**config.mk**
```make
export PLATFORM = sky130hd
export DESIGN_NAME = keypad_digit_ctrl
export DESIGN_NICKNAME = d
export VERILOG_FILES = /design/src/rtl/keypad_digit_ctrl.sv
export SDC_FILE = /design/constraint.sdc
export NUM_CORES = 1
export LEC_CHECK = 0
export CAP_MARGIN = 30
export CORE_AREA = 2 2 75 77
export CTS_BUF_LIST = sky130_fd_sc_hd__clkbuf_8
export DETAILED_ROUTE_END_ITERATION = 7
export DIE_AREA = 0 0 77 79
export MAX_ROUTING_LAYER = met4
export SETUP_SLACK_MARGIN = 0.4
export SLEW_MARGIN = 10
export SYNTH_ARGS = -nofsm -noshare
export SYNTH_HDL_FRONTEND = slang
export SYNTH_SLANG_ARGS = --single-unit
```
**constraint.sdc**
```tcl
create_clock -name CLK -period 2.35 [get_ports CLK]
set_input_delay 0.47 -clock CLK [delete_from_list [all_inputs] [get_ports CLK]]
set_output_delay 0.47 -clock CLK [all_outputs]
set_load 0.01 [all_outputs]
```
**src/rtl/keypad_digit_ctrl.sv**
```systemverilog
// -----------------------------------------------------------------------------
// keypad_digit_ctrl
//
// Captures press events from a one-hot 10-key decimal pad, encodes each press
// to a BCD digit and writes it into a 4-entry x 4-bit digit store at an
// auto-incrementing address. On request the stored digits are scanned back
// out one at a time, each held for SCAN_HOLD cycles.
//
// Optional feature macro: KEYCTRL_OVERWRITE_EN
//   defined   : a press while the store is full overwrites the oldest entry
//               (wptr keeps wrapping), Cnt stays at 4, Ovf pulses.
//   undefined : a press while full is dropped, Ovf pulses.
//
// Parameters
//   SCAN_HOLD  cycles each digit is presented during a scan (1..15)
//
// Ports
//   CLK    in   1   rising-edge clock
//   RST    in   1   asynchronous active-low reset
//   Dec    in  10   keypad lines, bit i high = key i pressed
//   Clr    in   1   synchronous clear of stored count / write pointer
//   Rd     in   1   scan request
//   Dout   out  4   digit output (last written digit in IDLE, scanned in SCAN)
//   ADout  out  2   write pointer in IDLE, scan address in SCAN
//   Vld    out  1   Dout carries a scanned digit
//   Full   out  1   store holds 4 digits
//   Cnt    out  3   number of stored digits, 0..4
//   Ovf    out  1   one-cycle pulse after a press while full
// -----------------------------------------------------------------------------
module keypad_digit_ctrl #(
   parameter int unsigned SCAN_HOLD = 4
) (
   input  logic       CLK,
   input  logic       RST,
   input  logic [9:0] Dec,
   input  logic       Clr,
   input  logic       Rd,
   output logic [3:0] Dout,
   output logic [1:0] ADout,
   output logic       Vld,
   output logic       Full,
   output logic [2:0] Cnt,
   output logic       Ovf
);

   typedef enum logic {
      IDLE = 1'b0,
      SCAN = 1'b1
   } state_e;

   localparam logic [3:0] HOLD_LAST = 4'(SCAN_HOLD - 1);

   state_e     state_q, state_d;
   logic [9:0] dec_q;
   logic [2:0] cnt_q, cnt_d;
   logic [1:0] wptr_q, wptr_d;
   logic [1:0] saddr_q, saddr_d;
   logic [3:0] hold_q, hold_d;
   logic       ovf_q, ovf_d;
   logic [3:0] mem_q [4];

   logic       press;
   logic       full;
   logic       mem_we;
   logic [3:0] code;

   // Highest set key wins; an all-zero pad encodes to 0 but never qualifies
   // as a press, so that value is never written.
   function automatic logic [3:0] enc_key(input logic [9:0] d);
      logic [3:0] k;
      k = 4'd0;
      for (int i = 0; i < 10; i++) begin
         if (d[i]) k = 4'(i);
      end
      return k;
   endfunction

   // A press is the first non-zero pad value after an all-zero cycle, so
   // held keys and roll-over between keys do not retrigger.
   assign press = (Dec != 10'd0) && (dec_q == 10'd0);
   assign full  = (cnt_q == 3'd4);
   assign code  = enc_key(Dec);

   always_ff @(posedge CLK or negedge RST) begin
      if (!RST) begin
         state_q <= IDLE;
         dec_q   <= '0;
         cnt_q   <= '0;
         wptr_q  <= '0;
         saddr_q <= '0;
         hold_q  <= '0;
         ovf_q   <= 1'b0;
      end else begin
         state_q <= state_d;
         dec_q   <= Dec;
         cnt_q   <= cnt_d;
         wptr_q  <= wptr_d;
         saddr_q <= saddr_d;
         hold_q  <= hold_d;
         ovf_q   <= ovf_d;
      end
   end

   always_ff @(posedge CLK or negedge RST) begin
      if (!RST) begin
         for (int i = 0; i < 4; i++) mem_q[i] <= '0;
      end else if (mem_we) begin
         mem_q[wptr_q] <= code;
      end
   end

   always_comb begin
      state_d = state_q;
      cnt_d   = cnt_q;
      wptr_d  = wptr_q;
      saddr_d = saddr_q;
      hold_d  = hold_q;
      ovf_d   = 1'b0;
      mem_we  = 1'b0;

      if (Clr) begin
         // Clear forgets the count but keeps the stored digits in mem.
         state_d = IDLE;
         cnt_d   = '0;
         wptr_d  = '0;
         saddr_d = '0;
         hold_d  = '0;
      end else begin
         case (state_q)
            IDLE: begin
               if (press) begin
                  if (!full) begin
                     mem_we = 1'b1;
                     wptr_d = wptr_q + 2'd1;
                     cnt_d  = cnt_q + 3'd1;
                  end else begin
                     ovf_d = 1'b1;
`ifdef KEYCTRL_OVERWRITE_EN
                     mem_we = 1'b1;
                     wptr_d = wptr_q + 2'd1;
`endif
                  end
               end
               // A same-cycle press guarantees at least one digit to show.
               if (Rd && ((cnt_q != 3'd0) || press)) begin
                  state_d = SCAN;
                  saddr_d = '0;
                  hold_d  = '0;
               end
            end
            SCAN: begin
               if (hold_q == HOLD_LAST) begin
                  hold_d = '0;
                  if ({1'b0, saddr_q} == (cnt_q - 3'd1)) begin
                     state_d = IDLE;
                  end else begin
                     saddr_d = saddr_q + 2'd1;
                  end
               end else begin
                  hold_d = hold_q + 4'd1;
               end
            end
            default: state_d = IDLE;
         endcase
      end
   end

   always_comb begin
      Dout  = 4'd0;
      ADout = wptr_q;
      Vld   = 1'b0;
      if (state_q == SCAN) begin
         Dout  = mem_q[saddr_q];
         ADout = saddr_q;
         Vld   = 1'b1;
      end else if (cnt_q != 3'd0) begin
         Dout = mem_q[wptr_q - 2'd1];
      end
   end

   assign Full = full;
   assign Cnt  = cnt_q;
   assign Ovf  = ovf_q;

endmodule

```
# Word level (Yosys, flattened, before mapping)
# Index checks and enable logic that the tools add are counted.
[classes] add_sub_neg=6 order_cmp=4 eq_ne=8 mux=52 n_bitwise=4 n_reduce_logical=10
[op_table] op="4-bit two-way mux" n=15
[op_table] op="2-bit two-way mux" n=11
[op_table] op="4-bit binary-select mux with 2-bit select" n=2
[op_table] op="16-bit bitwise mux" n=1
[op_table] op="3-bit two-way mux" n=5
[op_table] op="1-bit two-way mux" n=14
[op_table] op="10-bit zero test" n=1
[op_table] op="10-bit nonzero test" n=1
[op_table] op="3-bit >= comparator, second input constant" n=3
[op_table] op="2-bit inverter with 3-bit output" n=3
[op_table] op="4-bit demux with 2-bit select" n=1
[op_table] op="4-bit one-hot mux with 2 select lines" n=1
[op_table] op="3-bit inequality test, second input constant" n=2
[op_table] op="3-bit AND reduction" n=2
[op_table] op="2-bit by 1-bit adder with 2-bit output, second input constant" n=2
[op_table] op="4-bit by 1-bit adder with 4-bit output, second input constant" n=1
[op_table] op="4-bit by 2-bit equality test with 1-bit output, second input constant" n=1
[op_table] op="2-bit inequality test, second input constant" n=2
[op_table] op="2-bit one-hot mux with 2 select lines" n=1
[op_table] op="3-bit by 1-bit adder with 3-bit output, second input constant" n=1
[op_table] op="2-bit by 3-bit equality test with 1-bit output" n=1
[op_table] op="3-bit equality test, second input constant" n=1
[op_table] op="1-bit logical AND" n=3
[op_table] op="3-bit by 1-bit less-than comparator with 1-bit output, second input constant" n=1
[op_table] op="8 further kinds" n=8
[totals] ff_bits=39 output_inout_bits=12

# Logic depth before layout (Yosys ltp)
[logic_depth] ltp_word=10 ltp_mapped=7

# Worst setup path before layout
# No wires, ideal clock.
[synth_path] path_kind="reg-to-output" start="reg wptr_q[0]" end="out Dout[2]" t_arrival_ps=1662 required_time_ps=1880 path_slack_ps=218 stages_incl_launch_ff=6 path_cell_list="dfrtp_1 -> clkbuf_1 -> inv_1 -> ha_1 -> mux4_2 -> a22o_1"
[synth_between] elab_chain_len=7
[synth_lines] item="from (decl)" line="56" text="logic [1:0] wptr_q, wptr_d;"
[synth_lines] item="from (signal assigned)" line="97" text="wptr_q <= wptr_d;"
[synth_lines] item="2-bit by 1-bit subtractor with 2-bit output" line="177" text="Dout = mem_q[wptr_q - 2'd1];"
[synth_lines] item="2-bit inverter with 3-bit output (not written as such)" line="177"
[synth_lines] item="4-bit binary-select mux with 2-bit select" line="177"
[synth_lines] item="4-bit two-way mux (not written as such) (2 in a row)" line="177"
[synth_lines] item="4-bit two-way mux" line="176" text="end else if (cnt_q != 3'd0) begin"
[synth_lines] item="4-bit two-way mux" line="172" text="if (state_q == SCAN) begin"
[synth_lines] item="to (decl)" line="38" text="output logic [3:0] Dout,"
# No other way between the ends. The select of a mux whose other input is x is not followed.

# Final worst setup path
[layout_path] start="reg wptr_q[0]" end="out Dout[1]"
# The elaborated chain is that of the path after synthesis.

==> results.toml <==
[outcome]
status = "finished, final reports clean"

[final_layout]
nets = 254
nFillCells = 503
area_delta_synth_final_pct = 40.37
fin_cells = 305
final_common_cell = "dfrtp_1"
layout-drive-gt1-share_pct = 41.63
antenna_cells = 0
layout_common_cells = "37 x dfrtp_1, 32 x buf_4, 15 x mux2_2"

[pwr]
combinationalPowerShare_pct = 7.5
max-vdd-ir-drop_mv = 0.3480
power.leakage_uw = 0.001389
p_sw_uw = 284.5
intPower_uw = 924.9
p_clk_share_pct = 35.8
p_total_uw = 1209
pwr-share-seq_pct = 56.7
powerDensity_nw_per_um2 = 421.2
swShare_pct = 23.52

[floorplan]
pin_count = 26
start_util_pct = 38.33
std_cell_rows = 27
chipWidth_um = 77
dieArea_um2 = 6083
die_h_um = 79
core_region_area_um2 = 5338

[place]
pre_cts_slack_ps = 33.12
gp_congestion = 0.8226
port_buffers = 25
dp.cells = 279
dp_hpwl_um = 3498

[cts]
clk_latency_ps = 290
cts_max_level = 2
cts_tree = "built"
cts_sinks = 39
cts_buffers = 5
clockRootBuffer = "clkbuf_8"
path_clk_slew_ps = 80
max-clock-path-buffers = 2

[flow_run]
max_cap_viol_count = 0

[sta]
slew_viol_final = 0
hold_slack_ps = 333.8
max_freq_mhz = 456.7
fin_crit_sh_pct = 93.17
setup_viol = 0
rsz0062_at_grt = "yes"
worst_pin_slew_ps = 409.5
hold_viol_final = 0
fin_skew_ps = 5.688
setup_ws_ps = 160.4
fin_crit_ps = 2190
relSlewSlack_pct = 72.70
setup-tns-final_ps = 0

[grt]
gr-total-overflow = 0
antenna_found_initial = 0
grt_use_total_pct = 18.16
grt_pass1_wl_um = 8259
grt_max_degree = 40
grt_pass1_vias = 1652

[worst_setup_path]
crit_required_ps = 1880
cp_top_family = "flip-flops"
start_kind = "flop"
worst-path-buf-inv = 2
path_cells = "inv_2 -> ha_4 -> mux4_2 -> a22o_1 -> buf_2"
critPathCaptureType = "primary output"
max_stage_delay_ps = 390
cp_data_arrival_time_ps = 1720
critical_path.max_fanout = 5
criticalPathCategory = "reg -> out"
slowest_stage = "dfrtp_1"

[routing]
vias = 1620
drt_wl_total_um = 5044
ant_nets = 0
wire_per_inst_um = 16.54
vias_per_cell = 5.311
drtIter0Drc = 61
firstDrtPassIters = 5
drc = 0

[synth]
synth_cells = 167
synth_cell_types = 43
ys_ff_latch = 39
synth_area_um2 = 2046
yosys_warnings = 0
synth_nets = 189
postSynthAreaPerCell_um2 = 12.25
yosysSeqAreaShare_pct = 47.71

[min_path]
hold_class = "in -> reg"
==> logic make-up (layout without fill, tap and decap cells) <==
group                    after synthesis  count (layout)  share of synthesized area (%)
AND/OR/NAND/NOR                       52              52                          14.56
XOR/XNOR                               5               5                          2.141
multiplexers                          27              27                          19.33
AO/OA/AOI/OAI                         22              22                          8.747
adder cells (fa/ha/maj)                8               8                          4.893
flip-flops                            39              39                          47.71
buffers and inverters                 14              80                          2.630
==> stage by stage <==
stage,area [um2],utilization [%]
final,2872,53.80
after global routing,2872,53.80
after CTS,2759,51.69
after detailed placement,2527,47.35
after global placement,2527,47.35
after floorplan,2049,-
==> synthesized netlist by cell type (all sizes together) <==
cell type,n,area (um2)
dfrtp,39,975.9
mux2,17,195.2
nand2,15,58.81
nor2,13,48.80
ha,8,100.1
inv,8,30.03
mux4,8,180.2
clkbuf,5,18.77
nor4,5,61.31
a22o,4,35.03
nor3,4,20.02
xnor2,4,35.03
a21oi,3,15.01
a311o,2,20.02
a311oi,2,17.52
a31oi,2,12.51
and3,2,13.77
mux2i,2,20.02
nand2b,2,12.51
nor2b,2,12.51
nor3b,2,15.01
o21ai,2,10.01
a21o,1,7.510
a221o,1,10.01
a31o,1,8.760
a32o,1,10.01
a41oi,1,8.760
and2,1,6.260
and3b,1,8.760
buf,1,5.000
nand3,1,5.000
nand4b,1,8.760
nor4b,1,8.760
o21bai,1,7.510
o311ai,1,16.27
or2,1,6.260
or4,1,11.26
xor2,1,8.760
==> power by group through the flow <==
stage	sequential, uW	combinational, uW	clock, uW
after floorplan	696	19.8	0
after global placement	696	80.2	0
after detailed placement	697	82.2	0
after CTS	684	86.9	442
after global routing	687	100	485
final	686	90.7	433
==> worst register-to-register path: stages (launching register included) <==
cell and delay (ps):
dfrtp_1 390, nor4_4 300, nand2_2 150, buf_4 170, o311ai_4 300, nand2_2 130
a311o_1 320
==> routing by layer <==
| layer | GRT usage (%) | share of wire [%] | vias up |
|---|---|---|---|
| li1 | - | - | 741 |
| met1 | 22.40 | 44 | 808 |
| met2 | 29.82 | 50 | 55 |
| met3 | 4.432 | 4.3 | 16 |
| met4 | 5.714 | 2.0 | 0 |
| met5 | - | 0 | - |
==> final cells by class <==
type | count | area [um2] | share of cell area, %
multi-input combinational | 114 | 1111 | 38.69
sequential | 39 | 978.4 | 34.07
timing repair buffer | 64 | 580.6 | 20.22
tap | 72 | 90.09 | 3.137
clock buffer | 5 | 68.82 | 2.397
inverter | 8 | 30.03 | 1.046
clock inverter | 3 | 12.51 | 0.4357
==> worst paths after layout <==
| check | startpoint | slack [ps] | to | cells past startpoint |
|---|---|---|---|---|
| max | wptr_q[0] | 160 | Dout[1] | 5 |
| min | Dec[0] | 330 | dec_q[0] | 1 |
| max reg2reg | dec_q[8] | 480 | saddr_q[0] | 6 |
| min reg2reg | mem_q[9] | 530 | mem_q[9] | 1 |
| max in group asynchronous | RST | 1430 | state_q | 3 |
| min in group asynchronous | RST | 510 | Ovf | 2 |
==> registers in the layout (all words and copies together) (netlist names) <==
name     count
mem_q       16
dec_q       10
hold_q       4
Cnt          3
saddr_q      2
wptr_q       2
Ovf          1
state_q      1
==> repair_timing <==
| item | 4_1_cts | 5_1_grt |
|---|---|---|
| hold buffers | 0 | 1 |
| endpoints found under the setup margin | 31 | 26 |
| buffers inserted | 12 | 4 |
| cloned | 0 | 0 |
| resized for setup | 39 | 18 |
| endpoints found under the hold margin | 0 | 3 |
| pin swaps | 10 | 7 |
No activity file was read; power rests on OpenSTA's default activity.
